File: src/rtl/perf_pkg.sv
// Shared types and default constants for the performance monitor slice.
package perf_pkg;

  typedef enum logic [1:0] {
    ST_IDLE  = 2'd0,
    ST_RUN   = 2'd1,
    ST_DRAIN = 2'd2,
    ST_DONE  = 2'd3
  } perf_state_e;

  localparam logic [31:0] PERF_PRINT_PC = 32'h0000_0014;
  localparam logic [31:0] PERF_END_PC   = 32'h0000_001c;
  localparam logic [31:0] PERF_TIMEOUT  = 32'd1000000;

endpackage

File: src/rtl/perf_char_fifo.sv
// Console character FIFO; wrap-bit pointers distinguish full from empty, head reads as zero when empty.
module perf_char_fifo #(
  parameter int unsigned DEPTH  = 16,
  parameter int unsigned DATA_W = 8
) (
  input  logic              clk_i,
  input  logic              reset_ni,
  input  logic              flush_i,
  input  logic              push_i,
  input  logic              pop_i,
  input  logic [DATA_W-1:0] data_i,
  output logic [DATA_W-1:0] data_o,
  output logic              full_o,
  output logic              empty_o,
  output logic              last_o
);

  localparam int unsigned AW = $clog2(DEPTH);

  logic [DATA_W-1:0] mem_q [DEPTH];
  logic [AW:0]       wptr_q, wptr_d;
  logic [AW:0]       rptr_q, rptr_d;
  logic              do_push, do_pop;

  assign empty_o = (wptr_q == rptr_q);
  assign full_o  = (wptr_q[AW] != rptr_q[AW]) && (wptr_q[AW-1:0] == rptr_q[AW-1:0]);
  assign last_o  = ((wptr_q - rptr_q) == (AW+1)'(1));

  // A pop frees the slot a simultaneous push into a full FIFO needs.
  assign do_pop  = pop_i && !empty_o;
  assign do_push = push_i && (!full_o || do_pop);

  assign wptr_d = do_push ? wptr_q + (AW+1)'(1) : wptr_q;
  assign rptr_d = do_pop  ? rptr_q + (AW+1)'(1) : rptr_q;

  assign data_o = empty_o ? '0 : mem_q[rptr_q[AW-1:0]];

  always_ff @(posedge clk_i) begin
    if (!reset_ni || flush_i) begin
      wptr_q <= '0;
      rptr_q <= '0;
    end else begin
      wptr_q <= wptr_d;
      rptr_q <= rptr_d;
    end
  end

  always_ff @(posedge clk_i) begin
    if (do_push) mem_q[wptr_q[AW-1:0]] <= data_i;
  end

endmodule

File: src/rtl/perf_monitor.sv
// Test-run performance monitor: RUN-window cycle/event counters with saturation,
// end-of-test detection, timeout, and a buffered console character stream.
module perf_monitor
  import perf_pkg::*;
#(
  parameter int unsigned CNT_W      = 32,
  parameter int unsigned NUM_EVT    = 3,
  parameter int unsigned FIFO_DEPTH = 16,
  parameter logic [31:0] PRINT_PC   = PERF_PRINT_PC,
  parameter logic [31:0] END_PC     = PERF_END_PC,
  parameter logic [31:0] TIMEOUT    = PERF_TIMEOUT
) (
  input  logic                     i_clk,
  input  logic                     i_reset,
  input  logic                     i_clear,
  input  logic [31:0]              i_pc_debug,
  input  logic                     i_insn_vld,
  input  logic [NUM_EVT-1:0]       i_evt,
  input  logic [7:0]               i_char,
  input  logic                     i_char_rdy,
  output logic                     o_char_vld,
  output logic [7:0]               o_char,
  output logic                     o_char_ovf,
  output logic [CNT_W-1:0]         o_cycle_cnt,
  output logic [NUM_EVT*CNT_W-1:0] o_evt_cnt,
  output logic [NUM_EVT:0]         o_sat,
  output logic [1:0]               o_state,
  output logic                     o_done,
  output logic                     o_timeout
);

  localparam int unsigned CMP_W = (CNT_W > 32) ? CNT_W : 32;

  perf_state_e      state_q;
  logic             timeout_q, ovf_q;
  logic [CNT_W-1:0] cycle_q, cycle_d;
  logic             cycle_sat_q, cycle_sat_d, cycle_hit;
  logic [CMP_W-1:0] cycle_ext, timeout_m1;
  logic             run_cyc, timeout_hit, end_seen;
  logic             push, pop, fifo_full, fifo_empty, fifo_last, soft_rst;

  // Returns {increment attempted at all-ones, next value}.
  function automatic logic [CNT_W:0] sat_step(input logic [CNT_W-1:0] v, input logic en);
    if (!en)  return {1'b0, v};
    if (&v)   return {1'b1, v};
    return {1'b0, v + CNT_W'(1)};
  endfunction

  // The IDLE cycle that sees the first valid instruction already belongs to the run.
  assign run_cyc     = (state_q == ST_RUN) || ((state_q == ST_IDLE) && i_insn_vld);
  assign cycle_ext   = CMP_W'(cycle_q);
  assign timeout_m1  = CMP_W'(TIMEOUT) - CMP_W'(1);
  assign timeout_hit = (TIMEOUT != 32'd0) && (cycle_ext == timeout_m1);
  assign end_seen    = !i_insn_vld && (i_pc_debug == END_PC);
  assign push        = run_cyc && i_insn_vld && (i_pc_debug == PRINT_PC);
  assign pop         = o_char_vld && i_char_rdy;
  assign soft_rst    = !i_reset || i_clear;

  always_ff @(posedge i_clk) begin
    if (soft_rst) begin
      state_q   <= ST_IDLE;
      timeout_q <= 1'b0;
      ovf_q     <= 1'b0;
    end else begin
      if (push && fifo_full && !pop) ovf_q <= 1'b1;
      case (state_q)
        ST_IDLE: begin
          if (i_insn_vld) begin
            state_q   <= timeout_hit ? ST_DONE : ST_RUN;
            timeout_q <= timeout_hit;
          end
        end
        ST_RUN: begin
          if (timeout_hit) begin
            state_q   <= ST_DONE;
            timeout_q <= 1'b1;
          end else if (end_seen) begin
            state_q <= ST_DRAIN;
          end
        end
        ST_DRAIN: begin
          if (fifo_empty || (pop && fifo_last)) state_q <= ST_DONE;
        end
        default: state_q <= ST_DONE;
      endcase
    end
  end

  assign {cycle_hit, cycle_d} = sat_step(cycle_q, run_cyc);
  assign cycle_sat_d          = cycle_sat_q | cycle_hit;

  always_ff @(posedge i_clk) begin
    if (soft_rst) begin
      cycle_q     <= '0;
      cycle_sat_q <= 1'b0;
    end else begin
      cycle_q     <= cycle_d;
      cycle_sat_q <= cycle_sat_d;
    end
  end

  for (genvar k = 0; k < NUM_EVT; k++) begin : g_evt
    logic [CNT_W-1:0] cnt_q, cnt_d;
    logic             sat_q, sat_d, hit;

    assign {hit, cnt_d} = sat_step(cnt_q, run_cyc && i_evt[k]);
    assign sat_d        = sat_q | hit;

    always_ff @(posedge i_clk) begin
      if (soft_rst) begin
        cnt_q <= '0;
        sat_q <= 1'b0;
      end else begin
        cnt_q <= cnt_d;
        sat_q <= sat_d;
      end
    end

    assign o_evt_cnt[k*CNT_W +: CNT_W] = cnt_q;
    assign o_sat[k]                    = sat_q;
  end

  perf_char_fifo #(
    .DEPTH  (FIFO_DEPTH),
    .DATA_W (8)
  ) u_fifo (
    .clk_i    (i_clk),
    .reset_ni (i_reset),
    .flush_i  (i_clear),
    .push_i   (push),
    .pop_i    (pop),
    .data_i   (i_char),
    .data_o   (o_char),
    .full_o   (fifo_full),
    .empty_o  (fifo_empty),
    .last_o   (fifo_last)
  );

  assign o_char_vld     = !fifo_empty;
  assign o_char_ovf     = ovf_q;
  assign o_cycle_cnt    = cycle_q;
  assign o_sat[NUM_EVT] = cycle_sat_q;
  assign o_state        = state_q;
  assign o_done         = (state_q == ST_DONE);
  assign o_timeout      = timeout_q;

endmodule

File: config.mk
export PLATFORM = sky130hd
export DESIGN_NAME = perf_monitor
export DESIGN_NICKNAME = d
export VERILOG_FILES = /design/src/rtl/perf_pkg.sv /design/src/rtl/perf_char_fifo.sv /design/src/rtl/perf_monitor.sv
export SDC_FILE = /design/constraint.sdc
export NUM_CORES = 1
export LEC_CHECK = 0
export CORE_MARGIN = 3
export CORE_UTILIZATION = 49
export DETAILED_ROUTE_END_ITERATION = 10
export PLACE_DENSITY = 0.8
export SLEW_MARGIN = 20
export SYNTH_ARGS = -nofsm -noshare
export SYNTH_HDL_FRONTEND = slang
export SYNTH_SLANG_ARGS = --single-unit
File: constraint.sdc
create_clock -name i_clk -period 4.45 [get_ports i_clk]
set_input_delay 1.335 -clock i_clk [delete_from_list [all_inputs] [get_ports i_clk]]
set_output_delay 1.335 -clock i_clk [all_outputs]
set_load 0.02 [all_outputs]
==> metrics.md <==
| Metric | Value |
|---|---|
| Status | `finished, final reports clean` |
| N_diodes | `0` |
| FF+latch area | `6850 um^2` |
| PD cells | `335 nW/um^2` |
| Largest net degree at the start of global routing | `between 60 and 70` |
| Total Wirelength | `33.0 mm` |
| Dominant cells by area after synthesis | `edfxtp_1 (30%), dfxtp_1 (24%), mux4_2 (7.1%)` |
| Most common cell on crit path | `mux4_2` |
| Final HPWL DP | `22.2 mm` |
| CTS Buf Count | `30` |
| TritonCTS clock tree | `done` |
| Max-cap violation count | `0` |
| CTS root buffer | `clkbuf_16` |
| Buffers & Inverters on Critical Path | `2` |
| Layout Nets | `approximately 1.4k` |
| Hold Startpoint | `g_evt[0].sat_q$_SDFF_PP0_` |
| Post-DR wirelength/cell | `19.7 um` |
| Worst skew pair latency | `550 ps` |
| Layout filler cell count | `1999` |
| Total GRT Usage | `between 20% and 30%` |
| Synth unique cells | `67` |
| Initial Utilization | `between 50% and 60%` |
| Post-synthesis cell area | `12700 um^2` |
| Die ar. | `27900 um^2` |
| Max rail drop VDD | `0.313 mV` |
| Clk_skew | `10.9 ps` |
| Async SR Flop Fraction | `0%` |
| Mean post-synth cell area | `11.2 um^2` |
| Area Growth Syn to Fin | `26.0%` |
| Clock Sinks | `roughly 280` |
| Hold Vio Cnt, Final | `0` |
| Post-synthesis sequential area ratio | `54.0%` |
| Cell taking the most area after synthesis | `edfxtp_1` |
| FF-to-FF path depth | `6` |
| Cells on Worst Hold Path | `1` |
| Initial antenna violation count | `0` |
| Post-CTS resize count | `0` |
| Ys Warns | `0` |
| Worst hold slack | `484 ps` |
| Number of global-route vias before repair | `9690` |
| Mapped Cells | `between 1k and 1.5k` |
| CP Class | `reg -> out` |
| Leak Pwr | `4.95 nW` |
| Tightest Pin Transition | `912 ps` |
| Row count | `a little under 60` |
| Number of vias per cell | `between 6 and 7` |
| Synth Flop Type | `dfxtp_1` |
| R2R Path End | `g_evt[0].cnt_q[14]$_SDFFE_PP0P_` |
| Syn_nets | `approximately 1.2k` |
| Clock slew at reported path FFs | `60 ps` |
| CP arrival | `2960 ps` |
| Slew Limit Fails | `0` |
| Setup violators final | `0` |
| Hold buffers post-CTS | `0` |
| Max-slew headroom | `slightly below 40%` |
| Synth top area share | `30.3%` |
| TNS Setup | `0 ps` |
| Min-Delay Path Class | `reg -> reg` |
| Die span in y | `167 um` |
| Worst setup EP type | `primary output` |
| Clock tree buffer depth | `3` |
| CP max FO | `32` |
| Residual DRC count | `0` |
| Flop-to-flop setup slack | `roughly 1800 ps` |
| CP max stage cell | `mux4_2` |
| Routed Antenna Nets | `0` |
| Die Wd | `167 um` |
| Hold endpoint | `g_evt[0].sat_q$_SDFF_PP0_` |
| Number of synthesized flops with an enable pin | `128` |
| Final worst-path cycle share | `96.5%` |
| CP top delay family | `multiplexers` |
| Worst R2R Start | `g_evt[0].cnt_q[0]$_SDFFE_PP0P_` |
| Post-CTS setup buffers | `0` |
| Share of cells above drive strength 1 | `9.80%` |
| Unrepaired setup endpoints after global routing | `false` |
| Fmax | `233 MHz` |
| Startpoint class of the critical path | `flop` |
| Buffers on Ports | `just under 200` |
| Total number of vias | `approximately 10k` |
| H-tree depth | `1` |
| DR iter-0 viols | `882` |
| Crit path largest cell delay | `slightly below 600 ps` |
| First-pass GRT wire length | `roughly 52 mm` |
| Core footprint | `25300 um^2` |
| Register bit total from synthesis | `roughly 280` |
| GRT overflow | `0` |
| Footprint of the multi-input gates | `5540 um^2` |
| CP Cell Sequence | `buf_12, mux4_2, mux4_2, and2_1, clkdlybuf4s50_1` |
| Number of I/O pins | `about 190` |
| Pre-antenna DRT Iters | `5` |
| Worst Path Required | `3120 ps` |
| Routability cong. | `0.847` |
| Final min period | `4290 ps` |
==> cell families after synthesis <==
kind of cell | after synthesis | share of synthesized area (%)
flops | 278 | 54.0
fa+ha+maj | 14 | 1.44
xor+xnor | 45 | 3.11
compound gates | 202 | 10.1
simple gates | 464 | 20.5
mux | 56 | 8.36
buf+inv | 75 | 2.50
==> power breakdown <==
group	total, mW	internal (mW)	switching (mW)
clock	2.55	1.50	1.05
sequential	2.68	2.67	0.00465
combinational	0.134	0.0555	0.0782
==> per-layer routing <==
metal	global-route usage, %	wire length, um	vias to the layer above
li1	-	-	4757
met4	6.38	959	0
met3	4.32	2560	74
met1	30.9	13500	4907
met5	0	0	-
met2	38.0	15900	408
==> how the worst max path moves through the flow <==
stage	start	to	slack (ps)	depth (start not counted)
global route	flop	o_char[1]	50	5
detailed placement	i_pc_debug[13]	u_fifo.mem_q[1][6]$_DFFE_PP_	540	7
CTS	flop	o_char[1]	120	5
finish	flop	o_char[1]	160	5
floorplan	i_pc_debug[1]	u_fifo.mem_q[3][0]$_DFFE_PP_	1020	5
global placement	i_pc_debug[1]	u_fifo.mem_q[1][0]$_DFFE_PP_	720	7
==> placed cells by master, fill, tap and decap left out, types with 4 or more instances in the layout <==
master,synthesis,routed
a311oi_1,5,5
buf_4,6,13
mux4_2,40,40
nor4_1,21,21
clkinv_4,0,6
or4_1,25,25
clkbuf_16,0,33
o31ai_1,16,16
o211ai_1,7,7
nand3_1,41,41
or3_1,42,42
ha_1,13,13
clkdlybuf4s50_1,0,193
xor2_1,12,12
a41o_1,5,5
and3_1,27,27
nor4b_1,6,6
mux2i_1,16,16
nand4_1,42,42
clkinv_2,0,8
xnor2_1,33,33
nor2b_1,7,6
nor2_1,72,72
and2_1,17,17
and4_1,21,21
inv_1,25,25
nand2_1,89,89
edfxtp_1,128,128
dfxtp_1,150,149
a31oi_1,9,9
or2_2,4,4
a211oi_1,10,10
nand2b_1,10,9
o21ai_0,50,50
nand4b_1,4,4
a21oi_1,71,71
nor3_1,20,20
==> metrics by stage <==
stage          power [mW]  cells  instance area, um^2  utilization, %  setup slack, ps
2_1_floorplan        2.78   1134                12700               -             1020
5_1_grt              5.51   1677                16000            63.1             53.7
3_3_place_gp         2.86   1621                14900            59.0              724
3_5_place_dp         2.87   1621                14900            59.0              535
6_report             5.36   1677                16000            63.1              158
4_1_cts              5.40   1677                16000            63.1              121
==> synth_stat cells (32+ instances only) <==
library cell	number
nand4_1	42
or3_1	42
a21oi_1	71
edfxtp_1	128
xnor2_1	33
mux4_2	40
nor2_1	72
nand3_1	41
dfxtp_1	150
nand2_1	89
o21ai_0	50
clkbuf_1	32
==> flip-flops by register name, indices dropped and copies added, names as in the netlist, named ones only <==
name	flops
u_fifo.rptr_q	5
u_fifo.mem_q	128
g_evt.sat_q	3
o_state	2
o_char_ovf	1
u_fifo.wptr_q	5
o_cycle_cnt	32
o_timeout	1
g_evt.cnt_q	96
cycle_sat_q	1
==> cell type report <==
cell class	count	area share [%]
Clock buffer	36	5.36
Clock inverter	20	1.13
Inverter	25	0.587
Multi-Input combinational cell	781	34.7
Sequential cell	278	42.9
Tap cell	330	2.58
Timing Repair Buffer	207	12.8
Note: power is estimated with default switching activity, not from simulation.
